File: config.mk
export PLATFORM = sky130hd
export DESIGN_NAME = axis_packetizer_flat
export DESIGN_NICKNAME = d
export VERILOG_FILES = /design/src/rtl/axis_packetizer_if.sv /design/src/rtl/axis_packetizer.sv /design/src/flat_wrapper.sv
export SDC_FILE = /design/constraint.sdc
export NUM_CORES = 1
export LEC_CHECK = 0
export ABC_CLOCK_PERIOD_IN_PS = 1810
export CORE_ASPECT_RATIO = 2
export CORE_MARGIN = 8
export CORE_UTILIZATION = 46
export CTS_CLUSTER_SIZE = 30
export DETAILED_ROUTE_END_ITERATION = 16
export PLACE_DENSITY = 0.75
export SYNTH_ARGS = -nofsm -noshare
export SYNTH_HDL_FRONTEND = slang
export SYNTH_SLANG_ARGS = --single-unit
File: constraint.sdc
create_clock -name clk -period 1.81 [get_ports clk]
set_input_delay 0.2715 -clock clk [delete_from_list [all_inputs] [get_ports clk]]
set_output_delay 0.2715 -clock clk [all_outputs]
set_load 0.02 [all_outputs]
File: src/rtl/axis_packetizer_if.sv
// AXI-Stream style handshake bundle used on both sides of the packetizer.
// The slave view carries no tlast because the input stream is unframed.
interface axis_packetizer_if #(
    parameter int unsigned DW = 16
) ();
    logic [DW-1:0] tdata;
    logic          tvalid;
    logic          tready;
    logic          tlast;

    modport master (output tdata, output tvalid, output tlast, input tready);
    modport slave  (input tdata, input tvalid, output tready);
endinterface

File: src/rtl/axis_packetizer.sv
// Cuts an unframed word stream into packets of one header word plus cfg_len payload
// words, driving a registered single-slot AXI-Stream master output.
module axis_packetizer #(
    parameter int unsigned DW      = 16,
    parameter int unsigned LW      = 12,
    parameter logic [3:0]  HDR_TAG = 4'hA
) (
    input  logic              clk,
    input  logic              rst_n,
    input  logic [LW-1:0]     cfg_len,
    axis_packetizer_if.slave  s_axis,
    axis_packetizer_if.master m_axis,
    output logic [15:0]       pkt_count,
    output logic              busy
);

    typedef enum logic [1:0] {
        IDLE = 2'd0,
        HDR  = 2'd1,
        PAY  = 2'd2
    } state_t;

    state_t          state_q, state_d;
    logic [LW-1:0]   len_q, len_d;
    logic [LW-1:0]   rem_q, rem_d;
    logic [DW-5:0]   seq_q, seq_d;
    logic [15:0]     pkt_q, pkt_d;
    logic [DW-1:0]   tdata_q, tdata_d;
    logic            tvalid_q, tvalid_d;
    logic            tlast_q, tlast_d;
    logic            slot_free_s;
    logic            s_tready_s;

    // The slot may be reloaded in the same cycle its current word is taken.
    assign slot_free_s = !tvalid_q || m_axis.tready;
    assign s_tready_s  = (state_q == PAY) && slot_free_s;

    assign s_axis.tready = s_tready_s;
    assign m_axis.tdata  = tdata_q;
    assign m_axis.tvalid = tvalid_q;
    assign m_axis.tlast  = tlast_q;
    assign pkt_count     = pkt_q;
    assign busy          = (state_q != IDLE);

    // Next-state, output-slot and counter computation.
    always_comb begin
        state_d  = state_q;
        len_d    = len_q;
        rem_d    = rem_q;
        seq_d    = seq_q;
        pkt_d    = pkt_q;
        tdata_d  = tdata_q;
        tlast_d  = tlast_q;
        tvalid_d = tvalid_q;
        if (slot_free_s) begin
            tvalid_d = 1'b0;
        end else begin
            tvalid_d = tvalid_q;
        end
        case (state_q)
            IDLE: begin
                if (s_axis.tvalid) begin
                    len_d   = (cfg_len == LW'(0)) ? LW'(1) : cfg_len;
                    state_d = HDR;
                end else begin
                    state_d = IDLE;
                end
            end
            HDR: begin
                if (slot_free_s) begin
                    tdata_d  = {HDR_TAG, seq_q};
                    tlast_d  = 1'b0;
                    tvalid_d = 1'b1;
                    rem_d    = len_q;
                    state_d  = PAY;
                end else begin
                    state_d = HDR;
                end
            end
            PAY: begin
                if (s_axis.tvalid && s_tready_s) begin
                    tdata_d  = s_axis.tdata;
                    tvalid_d = 1'b1;
                    tlast_d  = (rem_q == LW'(1));
                    rem_d    = rem_q - LW'(1);
                    if (rem_q == LW'(1)) begin
                        seq_d   = seq_q + (DW-4)'(1);
                        pkt_d   = pkt_q + 16'd1;
                        state_d = IDLE;
                    end else begin
                        state_d = PAY;
                    end
                end else begin
                    state_d = PAY;
                end
            end
            default: begin
                state_d = IDLE;
            end
        endcase
    end

    // State and output register; reset drops any partial packet.
    always_ff @(posedge clk or negedge rst_n) begin
        if (!rst_n) begin
            state_q  <= IDLE;
            len_q    <= '0;
            rem_q    <= '0;
            seq_q    <= '0;
            pkt_q    <= 16'd0;
            tdata_q  <= '0;
            tvalid_q <= 1'b0;
            tlast_q  <= 1'b0;
        end else begin
            state_q  <= state_d;
            len_q    <= len_d;
            rem_q    <= rem_d;
            seq_q    <= seq_d;
            pkt_q    <= pkt_d;
            tdata_q  <= tdata_d;
            tvalid_q <= tvalid_d;
            tlast_q  <= tlast_d;
        end
    end

endmodule

File: src/flat_wrapper.sv
// flat-port wrapper written by rule: the top's interface ports become plain ports
module axis_packetizer_flat 
#(
    parameter int unsigned DW      = 16,
    parameter int unsigned LW      = 12,
    parameter logic [3:0]  HDR_TAG = 4'hA
)
  (clk, rst_n, cfg_len, pkt_count, busy, s_axis_tdata, s_axis_tvalid, s_axis_tready, m_axis_tdata, m_axis_tvalid, m_axis_tlast, m_axis_tready);
  axis_packetizer_if #(.DW(DW)) s_axis_i ();
  axis_packetizer_if #(.DW(DW)) m_axis_i ();
  input  logic clk;
  input  logic rst_n;
  input  logic [LW-1:0] cfg_len;
  output logic [15:0] pkt_count;
  output logic busy;
  input wire logic [$bits(s_axis_i.tdata)-1:0] s_axis_tdata;
  input wire logic [$bits(s_axis_i.tvalid)-1:0] s_axis_tvalid;
  output wire logic [$bits(s_axis_i.tready)-1:0] s_axis_tready;
  output wire logic [$bits(m_axis_i.tdata)-1:0] m_axis_tdata;
  output wire logic [$bits(m_axis_i.tvalid)-1:0] m_axis_tvalid;
  output wire logic [$bits(m_axis_i.tlast)-1:0] m_axis_tlast;
  input wire logic [$bits(m_axis_i.tready)-1:0] m_axis_tready;
  assign s_axis_i.tdata = s_axis_tdata;
  assign s_axis_i.tvalid = s_axis_tvalid;
  assign s_axis_tready = s_axis_i.tready;
  assign m_axis_tdata = m_axis_i.tdata;
  assign m_axis_tvalid = m_axis_i.tvalid;
  assign m_axis_tlast = m_axis_i.tlast;
  assign m_axis_i.tready = m_axis_tready;
  axis_packetizer #(.DW(DW), .LW(LW), .HDR_TAG(HDR_TAG)) u_core (.clk(clk), .rst_n(rst_n), .cfg_len(cfg_len), .s_axis(s_axis_i), .m_axis(m_axis_i), .pkt_count(pkt_count), .busy(busy));
endmodule
==> impl_metrics.prom <==
# TYPE chip_impl_metric gauge
chip_impl_metric{name="tightestPinTransition",unit="ns"} 0.386
chip_impl_metric{name="final_core_utilization",unit="%"} 70.6
chip_impl_metric{name="die_height",unit="um"} 138
chip_impl_info{name="dominant_register_cell_in_the_synthesized_netlist",value="dfrtp_1"} 1
chip_impl_metric{name="cts.clk_slew.worst_paths",unit="ns"} 0.06
chip_impl_info{name="start_kind",value="flip-flop"} 1
chip_impl_metric{name="floorplan.initialDensity",unit="%"} 47.2
chip_impl_metric{name="maxSlewViolCount",unit=""} 0
chip_impl_info{name="layout.cells.most_common_list",value="dfrtp_1, clkdlybuf4s50_1, buf_4"} 1
chip_impl_metric{name="avgSynthCellArea",unit="um^2"} 10.8
chip_impl_metric{name="routed_wire_length_per_instance",unit="um"} 18.2
chip_impl_metric{name="crit_arrival",unit="ns"} 2.10
chip_impl_info{name="critical_path.most_common_cell",value="buf_4"} 1
chip_impl_info{name="cp_top_family",value="simple AND/OR/NAND/NOR gates"} 1
chip_impl_metric{name="drt_iter0_markers",unit=""} 174
chip_impl_metric{name="worst_skew_pair.late_latency",unit="ns"} 0.34
chip_impl_metric{name="routed_wl",unit="um"} 9720
chip_impl_metric{name="gr-usage-all-layers",unit="%"} 17.7
chip_impl_info{name="run_status",value="finished, violations left"} 1
chip_impl_metric{name="postSynthCellCount",unit=""} 315
chip_impl_info{name="layout.cells.most_common",value="dfrtp_1"} 1
chip_impl_metric{name="floorplan.die.width",unit="um"} 76.8
chip_impl_info{name="hp-class",value="flip-flop to flip-flop"} 1
chip_impl_metric{name="ys_seq_elements",unit=""} 72
chip_impl_metric{name="routabilityCongestion",unit=""} 0.869
chip_impl_metric{name="port-buffer-count",unit=""} 67
chip_impl_metric{name="worstPathRequired",unit="ns"} 2.03
chip_impl_info{name="crit_end_category",value="flip-flop"} 1
chip_impl_metric{name="avgViaCountPerCell",unit=""} 5.46
chip_impl_metric{name="crit_path_max_fanout",unit=""} 4
chip_impl_metric{name="worst_slew_margin_rel",unit="%"} 74.3
chip_impl_metric{name="final_layout_size_suffix_gt1_share",unit="%"} 26.7
chip_impl_metric{name="fmaxAchievable",unit="MHz"} 531
chip_impl_metric{name="ant_nets",unit=""} 0
chip_impl_metric{name="detail_route.first_pass.iterations",unit=""} 4
chip_impl_metric{name="post-route-worst-setup-slack",unit="ns"} -0.0748
chip_impl_metric{name="yosys.cell_types.count",unit=""} 38
chip_impl_metric{name="synthesis.yosys.warnings",unit=""} 0
chip_impl_metric{name="netlist_area",unit="mm^2"} 0.00341
chip_impl_metric{name="cap_violations",unit=""} 0
chip_impl_metric{name="report.final.hold_viol_count",unit=""} 0
chip_impl_metric{name="crit_buf_inv",unit=""} 3
chip_impl_metric{name="fin_worst_hold_slack",unit="ns"} 0.475
chip_impl_metric{name="post-route-drc-count",unit=""} 0
chip_impl_metric{name="finalSetupViolCount",unit=""} 8
chip_impl_metric{name="antenna_cells",unit=""} 0
chip_impl_info{name="grt_setup_unrepaired",value="true"} 1
chip_impl_info{name="violations_in_the_final_reports",value="setup timing"} 1
chip_impl_info{name="cts_tree",value="built"} 1
chip_impl_metric{name="slowest_delay",unit="ns"} 0.41
chip_impl_metric{name="post-dp-hpwl",unit="um"} 6680
chip_impl_metric{name="num-nets-final",unit=""} 477
chip_impl_metric{name="syn_nets",unit=""} 355
chip_impl_metric{name="grt_start_max_net_pins",unit=""} 73
chip_impl_metric{name="synth_sequential_area_ratio",unit="%"} 52.9
chip_impl_metric{name="cts_buffers",unit=""} 9
chip_impl_info{name="cp_slowest_cell",value="dfrtp_1"} 1
chip_impl_metric{name="synthToLayoutAreaGrowth",unit="%"} 49.6
chip_impl_metric{name="floorplan.die_area",unit="mm^2"} 0.0106
chip_impl_metric{name="fin_worst_skew",unit="ns"} 0.00623
chip_impl_metric{name="multi_input_comb_area",unit="mm^2"} 0.00170
chip_impl_metric{name="report.power.total",unit="mW"} 7.97
chip_impl_metric{name="clock_sink_count",unit=""} 72
chip_impl_metric{name="buffer_depth_of_the_longest_clock_path",unit=""} 2
chip_impl_metric{name="grt_pass1_vias",unit=""} 3084
chip_impl_info{name="critical_path.cell_chain",value="nor4_4 -> buf_4 -> buf_4 -> buf_6 -> nand4b_4 -> or3_4 -> xnor2_2"} 1
chip_impl_metric{name="final_period_minus_worst_setup_slack",unit="ns"} 1.88
chip_impl_metric{name="leakage",unit="nW"} 2.23
chip_impl_metric{name="layout.filler_cells",unit=""} 519
chip_impl_metric{name="io_pins",unit=""} 68
chip_impl_info{name="cts_root_buffer",value="clkbuf_16"} 1
chip_impl_metric{name="ratio_of_final_minimum_period_to_clock_period",unit="%"} 104
chip_impl_info{name="worstSetupPathType",value="flip-flop to flip-flop"} 1
chip_impl_metric{name="num_rows",unit=""} 44
chip_impl_metric{name="synth_edf_count",unit=""} 0
chip_impl_metric{name="power.density_cell_area",unit="mW/mm^2"} 1560
chip_impl_metric{name="dr_total_vias",unit=""} 2918
chip_impl_metric{name="antenna_found_initial",unit=""} 0
chip_impl_metric{name="setup_tns",unit="ns"} -0.316
chip_impl_metric{name="gr-total-overflow",unit=""} 0
chip_impl_metric{name="grt_pass1_wl",unit="um"} 14700
chip_impl_metric{name="final-seq-area",unit="mm^2"} 0.00180
chip_impl_metric{name="ys_async_sr_fraction",unit="%"} 100
chip_impl_metric{name="coreArea",unit="mm^2"} 0.00721
chip_impl_metric{name="ctsHtreeMaxLevel",unit=""} 3
chip_impl_metric{name="vdd.ir_drop.worst",unit="mV"} 0.965
==> path summary, 6_finish.rpt <==
check / start / end / cells past startpoint / slack [ns]
worst max-delay path: u_core.rem_q[9] / u_core.seq_q[6] / 7 / -0.07
worst min-delay path: u_core.m_axis.tdata[3] / u_core.m_axis.tdata[3] / 2 / 0.48
worst max register to register: u_core.rem_q[9] / u_core.seq_q[6] / 7 / -0.07
worst min register to register: u_core.m_axis.tdata[3] / u_core.m_axis.tdata[3] / 2 / 0.48
max in group asynchronous: rst_n / u_core.m_axis.tdata[7] / 3 / 1.00
min in group asynchronous: rst_n / u_core.rem_q[7] / 3 / 0.51
==> cells in the mapped netlist, drive strengths merged (2+ instances only) <==
library cell	instances	area, um^2
a21oi	10	50.1
a22oi	4	30.0
a31oi	3	18.8
and3	4	25.0
clkbuf	9	33.8
dfrtp	72	1800
ha	8	100
inv	12	45.0
mux2	13	146
mux2i	15	150
nand2	38	143
nand3	17	97.6
nand4	7	43.8
nor2	11	43.8
nor3	10	50.1
nor3b	2	15.0
nor4	10	105
o21ai	24	120
o22ai	6	37.5
or3	2	12.5
xnor2	20	175
xor2	6	52.6
==> area by class of cell <==
cell class / count / area share (%)
clock buffers: 13 / 5.30
clock inverters: 3 / 0.295
inverters: 12 / 0.884
multi-input cells: 221 / 33.4
flip-flops and latches: 72 / 35.4
well taps: 92 / 2.26
repair buffers: 121 / 22.5
==> layer usage <==
metal / GRT usage, % / share of wire [%]
met5: 0 / 0
met4: 11.2 / 4.0
met3: 4.31 / 3.3
met2: 32.3 / 56
met1: 17.5 / 36
==> flip-flops by register name, indices dropped and copies added, names as in the netlist <==
signal and count:
u_core.len_q 12, u_core.m_axis.tdata 16, u_core.m_axis.tlast 1, u_core.m_axis.tvalid 1, u_core.pkt_count 16, u_core.rem_q 12
u_core.seq_q 12, u_core.state_q 2
==> stage by stage <==
step                cells  area (um^2)  worst slack (ns)
floorplan             315         3410            0.0141
global placement      505         4510            -0.228
detailed placement    505         4510            -0.312
CTS                   523         4830           -0.0363
global route          534         5090            -0.187
finish                534         5090           -0.0748
==> worst min-delay path, stage by stage, from the launching register on <==
cell	delay (ns)
dfrtp_1	0.34
nand2_1	0.05
o21ai_0	0.06
==> report_power, final <==
| part | switching (mW) | total, mW | internal [mW] |
|---|---|---|---|
| clock | 0.652 | 1.68 | 1.03 |
| sequential | 0.348 | 2.43 | 2.08 |
| combinational | 1.95 | 3.86 | 1.91 |
| total | 2.95 | 7.97 | 5.02 |
==> cells by family (layout without fill, tap and decap cells) <==
family / count (synthesis) / in the layout / synth area share, %
and+or+nand+nor: 109 / 109 / 18.0
buffers and inverters: 22 / 149 / 2.42
xor gates and xnor gates: 26 / 26 / 6.69
AOI/OAI and AO/OA: 50 / 50 / 8.34
muxes: 28 / 28 / 8.71
DFF: 72 / 72 / 52.9
adders and majority gates: 8 / 8 / 2.94
==> repair_timing <==
| item | in CTS | in global routing |
|---|---|---|
| buffers inserted | 1 | 10 |
| setup endpoints to repair | 15 | 33 |
| resized for setup | 10 | 35 |
| hold buffers | 1 | 0 |
| hold endpoints to repair | 72 | 0 |
| pin swaps | 6 | 15 |
| gates cloned | 0 | 1 |
(Power assumes the default switching activity.)
